## src/rtl/alu_issue_pkg.sv

```systemverilog
// Shared definitions for the ALU issue/writeback slice:
// opcodes, instruction layout, FSM state encoding.
package alu_issue_pkg;

  localparam int IW = 16;
  localparam int RW = 3;
  localparam int IMM9_W = 9;

  localparam logic [3:0] OP_NOP = 4'd0;
  localparam logic [3:0] OP_ADD = 4'd1;
  localparam logic [3:0] OP_SUB = 4'd2;
  localparam logic [3:0] OP_AND = 4'd3;
  localparam logic [3:0] OP_OR  = 4'd4;
  localparam logic [3:0] OP_XOR = 4'd5;
  localparam logic [3:0] OP_SHR = 4'd6;
  localparam logic [3:0] OP_SHL = 4'd7;
  localparam logic [3:0] OP_ROR = 4'd8;
  localparam logic [3:0] OP_ROL = 4'd9;
  localparam logic [3:0] OP_NOT = 4'd10;
  localparam logic [3:0] OP_LDI = 4'd15;

  // Field layout, MSB first:
  // [15:12] oper [11:9] rd [8:6] ra
  // [5:3] rb/imm3 [2] use_imm [1:0] rsvd
  typedef struct packed {
    logic [3:0]    oper;
    logic [RW-1:0] rd;
    logic [RW-1:0] ra;
    logic [RW-1:0] rb;
    logic          use_imm;
    logic [1:0]    rsvd;
  } instr_t;

  typedef enum logic [1:0] {
    S_IDLE  = 2'd0,
    S_ISSUE = 2'd1,
    S_WB    = 2'd2
  } state_t;

  // LDI reuses the low nine bits as imm9.
  function automatic logic [IMM9_W-1:0]
    f_imm9(input instr_t i);
    return {i.ra, i.rb, i.use_imm, i.rsvd};
  endfunction

endpackage

```

## src/rtl/alu_issue_regfile.sv

```systemverilog
// NREGS x DW register file: two read ports, debug read,
// one write port (R0 guarded), async clear.
module alu_regfile
  import alu_issue_pkg::*;
#(
  parameter int DW    = 16,
  parameter int NREGS = 8
) (
  input  logic          i_clk,
  input  logic          i_rst_n,
  input  logic [RW-1:0] i_ra,
  input  logic [RW-1:0] i_rb,
  input  logic [RW-1:0] i_dbg,
  output logic [DW-1:0] o_ra_data,
  output logic [DW-1:0] o_rb_data,
  output logic [DW-1:0] o_dbg_data,
  input  logic          i_we,
  input  logic [RW-1:0] i_wa,
  input  logic [DW-1:0] i_wd
);

  logic [DW-1:0] r_mem [NREGS];

  always_ff @(posedge i_clk or negedge i_rst_n) begin
    if (!i_rst_n) begin
      for (int i = 0; i < NREGS; i++) begin
        r_mem[i] <= '0;
      end
    end else if (i_we && (i_wa != '0)) begin
      r_mem[i_wa] <= i_wd;
    end
  end

  assign o_ra_data =
    (i_ra == '0) ? '0 : r_mem[i_ra];
  assign o_rb_data =
    (i_rb == '0) ? '0 : r_mem[i_rb];
  assign o_dbg_data =
    (i_dbg == '0) ? '0 : r_mem[i_dbg];

endmodule

```

## src/rtl/alu_issue.sv

```systemverilog
// Issue/writeback stage around a registered 16-bit ALU.
// Ports: instr handshake, alu_* drive, wb_* report, dbg read.
module alu_issue
  import alu_issue_pkg::*;
#(
  parameter int DW    = 16,
  parameter int NREGS = 8
) (
  input  logic          clk,
  input  logic          rst_n,
  input  logic          instr_valid,
  output logic          instr_ready,
  input  logic [IW-1:0] instr,
  output logic          alu_en,
  output logic [3:0]    alu_oper,
  output logic [DW-1:0] alu_opa,
  output logic [DW-1:0] alu_opb,
  input  logic [DW-1:0] alu_q,
  output logic          wb_valid,
  output logic [RW-1:0] wb_rd,
  output logic [DW-1:0] wb_data,
  input  logic [RW-1:0] dbg_addr,
  output logic [DW-1:0] dbg_data
);

  state_t        r_state;
  state_t        w_next;
  instr_t        w_ins;
  logic          w_acc;
  logic          w_is_ldi;
  logic          w_is_alu;
  logic          w_wb;
  logic [DW-1:0] w_ra_data;
  logic [DW-1:0] w_rb_data;
  logic [DW-1:0] w_wb_data;

  logic          r_alu_en;
  logic [3:0]    r_alu_oper;
  logic [DW-1:0] r_alu_opa;
  logic [DW-1:0] r_alu_opb;
  logic [RW-1:0] r_rd;
  logic          r_ldi;
  logic [DW-1:0] r_imm;

  assign w_ins       = instr_t'(instr);
  assign instr_ready = rst_n && (r_state == S_IDLE);
  assign w_acc       = instr_valid && instr_ready;
  assign w_is_ldi    = (w_ins.oper == OP_LDI);
  assign w_is_alu    = (w_ins.oper != OP_NOP) &&
                       !w_is_ldi;

  always_ff @(posedge clk or negedge rst_n) begin
    if (!rst_n) r_state <= S_IDLE;
    else        r_state <= w_next;
  end

  always_comb begin
    w_next = r_state;
    unique case (r_state)
      S_IDLE: begin
        if (w_acc) begin
          unique case (1'b1)
            w_is_ldi: w_next = S_WB;
            w_is_alu: w_next = S_ISSUE;
            default:  w_next = S_IDLE;
          endcase
        end
      end
      S_ISSUE: w_next = S_WB;
      S_WB:    w_next = S_IDLE;
      default: w_next = S_IDLE;
    endcase
  end

  // Operands are captured at accept; the ALU
  // drive stays put until the next ALU issue.
  always_ff @(posedge clk or negedge rst_n) begin
    if (!rst_n) begin
      r_alu_en   <= 1'b0;
      r_alu_oper <= '0;
      r_alu_opa  <= '0;
      r_alu_opb  <= '0;
      r_rd       <= '0;
      r_ldi      <= 1'b0;
      r_imm      <= '0;
    end else begin
      r_alu_en <= w_acc && w_is_alu;
      if (w_acc && w_is_alu) begin
        r_alu_oper <= w_ins.oper;
        r_alu_opa  <= w_ra_data;
        r_alu_opb  <= w_ins.use_imm ?
                      DW'(w_ins.rb) : w_rb_data;
        r_rd       <= w_ins.rd;
        r_ldi      <= 1'b0;
      end
      if (w_acc && w_is_ldi) begin
        r_rd  <= w_ins.rd;
        r_ldi <= 1'b1;
        r_imm <= DW'(f_imm9(w_ins));
      end
    end
  end

  assign w_wb      = (r_state == S_WB);
  assign w_wb_data = r_ldi ? r_imm : alu_q;

  assign alu_en   = r_alu_en;
  assign alu_oper = r_alu_oper;
  assign alu_opa  = r_alu_opa;
  assign alu_opb  = r_alu_opb;
  assign wb_valid = w_wb;
  assign wb_rd    = w_wb ? r_rd : '0;
  assign wb_data  = w_wb ? w_wb_data : '0;

  alu_regfile #(
    .DW    (DW),
    .NREGS (NREGS)
  ) u_rf (
    .i_clk      (clk),
    .i_rst_n    (rst_n),
    .i_ra       (w_ins.ra),
    .i_rb       (w_ins.rb),
    .i_dbg      (dbg_addr),
    .o_ra_data  (w_ra_data),
    .o_rb_data  (w_rb_data),
    .o_dbg_data (dbg_data),
    .i_we       (w_wb),
    .i_wa       (r_rd),
    .i_wd       (w_wb_data)
  );

endmodule

```

## config.mk

```make
export PLATFORM = sky130hd
export DESIGN_NAME = alu_issue
export DESIGN_NICKNAME = d
export VERILOG_FILES = /design/src/rtl/alu_issue_pkg.sv /design/src/rtl/alu_issue_regfile.sv /design/src/rtl/alu_issue.sv
export SDC_FILE = /design/constraint.sdc
export NUM_CORES = 1
export LEC_CHECK = 0
export ABC_CLOCK_PERIOD_IN_PS = 2760
export BUFFER_PORTS_ARGS = -buffer_cell sky130_fd_sc_hd__buf_2
export CAP_MARGIN = 20
export CORE_ASPECT_RATIO = 0.8
export CORE_MARGIN = 2
export CORE_UTILIZATION = 59
export DETAILED_ROUTE_END_ITERATION = 8
export GPL_TIMING_DRIVEN = 1
export HOLD_SLACK_MARGIN = 0.08
export PLACE_DENSITY = 0.8
export SLEW_MARGIN = 20
export SYNTH_ARGS = -nofsm -noshare
export SYNTH_HDL_FRONTEND = slang
export SYNTH_HIERARCHICAL = 1
export SYNTH_SLANG_ARGS = --single-unit
```

## constraint.sdc

```tcl
create_clock -name clk -period 2.76 [get_ports clk]
set_clock_uncertainty 0.1 [all_clocks]
set_input_delay 0.276 -clock clk [delete_from_list [all_inputs] [get_ports clk]]
set_output_delay 0.276 -clock clk [all_outputs]
set_load 0.05 [all_outputs]
```

# Yosys cells after proc, flatten, opt, wreduce, memory -nomap -nowiden
# Cells that the tools add are included.
totals:
  regBits: 180
  input_bits: 38
  output_inout_bits: 74
  elab_cells: 70
classes:
  n_lt_le_gt_ge: 5
  eq_ne: 4
  n_mux: 26
  bitwise_logic: 4
  reduce_logical: 15
ops:
  columns: ["cell", "n"]
  rows:
  - ["16-bit two-way mux", 13]
  - ["16-bit binary-select mux with 3-bit select", 3]
  - ["128-bit bitwise mux", 1]
  - ["16-bit demux with 3-bit select", 1]
  - ["4-bit >= comparator (second input constant)", 4]
  - ["3-bit inverter with 4-bit output", 4]
  - ["3-bit zero test", 3]
  - ["3-bit two-way mux", 3]
  - ["2-bit one-hot mux with 2 select lines", 2]
  - ["1-bit logical AND", 7]
  - ["4-bit equality test (second input constant)", 1]
  - ["4-bit by 1-bit less-than comparator with 1-bit output (second input constant)", 1]
  - ["4-bit nonzero test", 1]
  - ["3-bit nonzero test", 1]
  - ["2-bit by 1-bit equality test with 1-bit output (second input constant)", 1]
  - ["2-bit equality test (second input constant)", 1]
  - ["2-bit zero test", 1]
  - ["1-bit two-way mux", 2]
  - ["2-bit two-way mux", 1]
  - ["2-bit != test (second input constant)", 1]
  - ["2-bit nonzero test", 1]
  - ["1-bit zero test", 1]

# Longest topological paths before layout
logic_depth:
  ltp_word: 6
  mapped_depth: 8

# Modules after synthesis
# The synthesis kept the hierarchy.
by_module_without_submodules:
  columns: ["mod", "n_inst", "cells_each", "area_each_um2"]
  rows:
  - ["alu_regfile", 1, 560, 7151.9]
  - ["alu_issue", 1, 174, 2526.2]

# Worst setup path after synthesis
# OpenSTA, ideal clock, no wires.
synth_timing:
  path_type: "input-to-output"
  from: "in dbg_addr[1]"
  to: "out dbg_data[10]"
  arrival_ps: 2157
  required_ps: 2384
  path_slack_ps: 227
  path_stages: 5
  cell_sequence: "buf_2 -> and2_1 -> buf_2 -> buf_2 -> a221oi_1"
synth_via:
  elab_chain_len: 5
synth_lines:
  columns: ["item", "line", "source"]
  rows:
  - ["start: declaration", "alu_issue.sv:22", "input logic [RW-1:0] dbg_addr,"]
  - ["3-bit inverter with 4-bit output (implied by the code)", "alu_issue_regfile.sv:39", "(i_dbg == '0) ? '0 : r_mem[i_dbg];"]
  - ["16-bit binary-select mux with 3-bit select", "alu_issue_regfile.sv:39", null]
  - ["16-bit two-way mux (implied by the code) (2 in series)", "alu_issue_regfile.sv:39", null]
  - ["16-bit two-way mux (*)", "alu_issue_regfile.sv:39", null]
  - ["end: declaration", "alu_issue.sv:23", "output logic [DW-1:0] dbg_data"]
# Every way passes the cells marked *; elsewhere a longest branch is shown, timed or not. The select of a mux whose other input is x is not followed.

# Worst setup path in the final report
layout_timing:
  from: "reg r_ldi"
  to: "out wb_data[13]"
layout_via:
  elab_chain_len: 2
layout_lines:
  columns: ["item", "line", "source"]
  rows:
  - ["start: declaration", "alu_issue.sv:42", "logic r_ldi;"]
  - ["start signal: assignment", "alu_issue.sv:84", "r_ldi <= 1'b0;"]
  - ["start signal: assignment", "alu_issue.sv:94", "r_ldi <= 1'b0;"]
  - ["start signal: assignment", "alu_issue.sv:98", "r_ldi <= 1'b1;"]
  - ["16-bit two-way mux", "alu_issue.sv:105", "assign w_wb_data = r_ldi ? r_imm : alu_q;"]
  - ["via w_wb_data[13]", "alu_issue.sv:35", "logic [DW-1:0] w_wb_data;"]
  - ["16-bit two-way mux", "alu_issue.sv:113", "assign wb_data = w_wb ? w_wb_data : '0;"]
  - ["end: declaration", "alu_issue.sv:21", "output logic [DW-1:0] wb_data,"]
# The timed path passes the listed nets, and every way through them passes these cells.

==> key figures <==
Run
  • Max Cap Viol: 0

Timing
  • Min cycle time layout: 2.63 ns
  • Setup slack after layout: 0.125 ns
  • Fmax: 0.380 GHz
  • Final Setup Violations: 0
  • Rel. slew slack: 39.5%
  • RSZ-0062 raised after global routing: no
  • Tcrit/Tclk final: 95.5%
  • Worst slew pin tran: 0.908 ns
  • Setup_tns: 0 ns
  • Hold Fails Final Rpt: 0
  • Final Max Slew Viols: 0

Clocking
  • Clock root buffer: clkbuf_16
  • Post-CTS Setup Inserts: 0
  • Clock transition at the registers of the reported paths: 0.07 ns
  • Worst-skew pair later-pin latency: 0.44 ns
  • CTS tree: yes
  • H-tree level count: 4
  • CTS resizes: 0
  • Clock sinks: 164
  • Cts bufs inserted: 17
  • Max clock buf depth: 2

Worst setup path
  • R2r setup slk: 0.47 ns
  • Crit-path cells: nor2b_1, and2_1, buf_2
  • Worst EP arrival: 2.26 ns
  • Crit end category: output port
  • Crit path to: wb_data[13]
  • WS Path Type: flip-flop to output port
  • Worst r2r path cells: 4
  • Critical path fanouts, max: 17
  • Worst Path Required: 2.38 ns
  • CP Launch Type: flip-flop
  • Worst R2R End: u_rf/r_mem[48]
  • Crit path largest cell delay: 0.68 ns
  • Setup crit start: r_ldi
  • CP max stage cell: dfrtp_1
  • RR Startpoint: r_state[0]

Layout
  • Final non-filler cell area: 11000 um2
  • Finished Layout Cells: 1069
  • Layout cells sized above 1: 51.1%
  • Most common cell after layout, fill and taps aside: mux2_2
  • Syn-to-layout area delta: 14.1%
  • ANT cells: 0
  • Most frequent cells in the layout: mux2_2 (196), dfrtp_1 (164), buf_2 (109)
  • Layout Nets: 880

Synth
  • Unique masters post-synth: 37
  • Mean post-synth cell area: 13.2 um2
  • Flip-flop and latch count after synthesis: 164
  • Synth warn: 6
  • Top cell type's share of synthesized area: 42.4%
  • Syn Inst Count: 734
  • Syn_nets: 772
  • Most area-consuming cells after synthesis: dfrtp_1 (42%), mux2_2 (23%), mux2_4 (7.6%)
  • Sequential element share of the synthesized area: 42.4%
  • Synth Cell Area: 9680 um2
  • Cell accounting for the most synthesized area: dfrtp_1

Floorplanning
  • Die Area: 17500 um2
  • Initial Util: 60.9%
  • Row cnt: 41
  • Total core area: 15900 um2
  • # IOs: 112
  • Die X: 147 um
  • Die H: 119 um

Power and ir drop
  • Internal: 6810 uW
  • Max VDD drop: 0.000632 V
  • Logic pwr share: 39.7%
  • Tot Pwr: 11200 uW
  • Clock power frac: 20.6%
  • Leak pwr: 0.00507 uW
  • Sequential share of power: 39.7%
  • Power per Cell Area: 1020 nW/um2
  • Switching Share: 39.5%
  • Switch Pwr: 4440 uW

Global routing
  • Largest net degree at the start of global routing: 165
  • Initial antenna violation count: 1
  • First-pass GRT wire length: 42800 um
  • Vias in the first global route: 7490
  • GRT overflow: 0
  • Gr usage total: 32.2%

Place
  • Cell area after placement: 10400 um2
  • Pre-CTS setup slack: 0.453 ns
  • # port buffers: 111
  • Placed cells: 1028
  • Post-DP HPWL: 17400 um
  • GPL Wtd Cong: 0.893

Outcome
  • Status: complete, no violations

Route
  • 1st-pass router iterations: 5
  • Routed wire length: 27400 um
  • Avg WL per Cell: 25.6 um
  • Routed Antenna Nets: 0
  • # DRC: 0
  • Routed via count: 7104
  • DRT iter0 DRCs: 748
  • Vias per cell: 6.65

Hold path
  • Hold Path Class: primary input to flip-flop
per-layer routing:
layer	part of all wire, %	wire length (um)	track usage [%]
met1	45	12300	46.4
met2	43	11800	46.0
met3	9.3	2560	8.03
met4	2.9	794	13.9
met5	0	0	0
worst min-delay path by stage:
stage | slack (ns) | start | end | cells after the start
2_1_floorplan | -0.12 | rst_n | alu_en | 0
3_3_place_gp | 0.38 | r_imm[2] | r_imm[2] | 1
3_5_place_dp | 0.39 | alu_opb[3] | alu_opb[3] | 1
4_1_cts | 0.23 | alu_q[4] | u_rf/r_mem[100] | 3
5_1_grt | 0.26 | alu_q[4] | u_rf/r_mem[100] | 3
6_report | 0.24 | alu_q[4] | u_rf/r_mem[100] | 3
cells by family after synthesis:
group / after synthesis / synth area share, %
AOI/OAI and AO/OA: 100 / 8.51
and+or+nand+nor: 83 / 6.00
muxes: 316 / 37.8
DFF: 164 / 42.4
buffers and inverters: 71 / 5.25
timing repair:
item                                   CTS  global route
endpoints found under the hold margin  173             0
setup endpoints to repair                0             0
hold buffers                            10             0
synthesized netlist by cell type (all sizes together):
cell type / n
a21o: 1
a21oi: 2
a221oi: 77
a22o: 1
a31oi: 2
and2: 22
and4bb: 3
buf: 51
clkbuf: 16
dfrtp: 164
inv: 4
mux2: 252
mux2i: 64
nand2: 5
nand2b: 1
nand3: 1
nand4: 2
nand4b: 3
nor2: 15
nor2b: 28
nor3: 1
nor3b: 1
o21ba: 1
o22ai: 16
or4: 1
layout make-up:
type                       count  area [um2]
clock buffer                  18         439
clock inverter                13         126
fill                        1131        4860
inverter                       4        20.0
multi-input combinational    499        5070
sequential                   164        4100
tap                          215         269
timing repair buffer         156        1010
per-stage QoR:
step / utilization [%] / hold WS [ns]
6_report: 69.4 / 0.243
5_1_grt: 69.4 / 0.257
4_1_cts: 69.4 / 0.231
3_5_place_dp: 65.2 / 0.392
3_3_place_gp: 65.2 / 0.384
2_1_floorplan: - / -0.120
power groups by stage:
stage	clock, uW	sequential (uW)	combinational, uW
floorplan	0	4840	2850
global placement	0	4310	4280
detailed placement	0	4430	4390
CTS	2330	4410	4440
global route	2420	4590	4720
finish	2310	4470	4470
critical path, delay by kind of cell, from the launching register on:
family	cells	cell delay, ns
buf+inv	1	0.25
flops	1	0.68
simple gates	2	0.88
flip-flops by register name, summed over array words and instances, names as in the netlist:
name,flops
u_rf/r_mem,112
alu_opa,16
alu_opb,16
r_imm,9
alu_oper,4
r_rd,3
r_state,2
alu_en,1
r_ldi,1
Power figures use the tool's default switching activity.
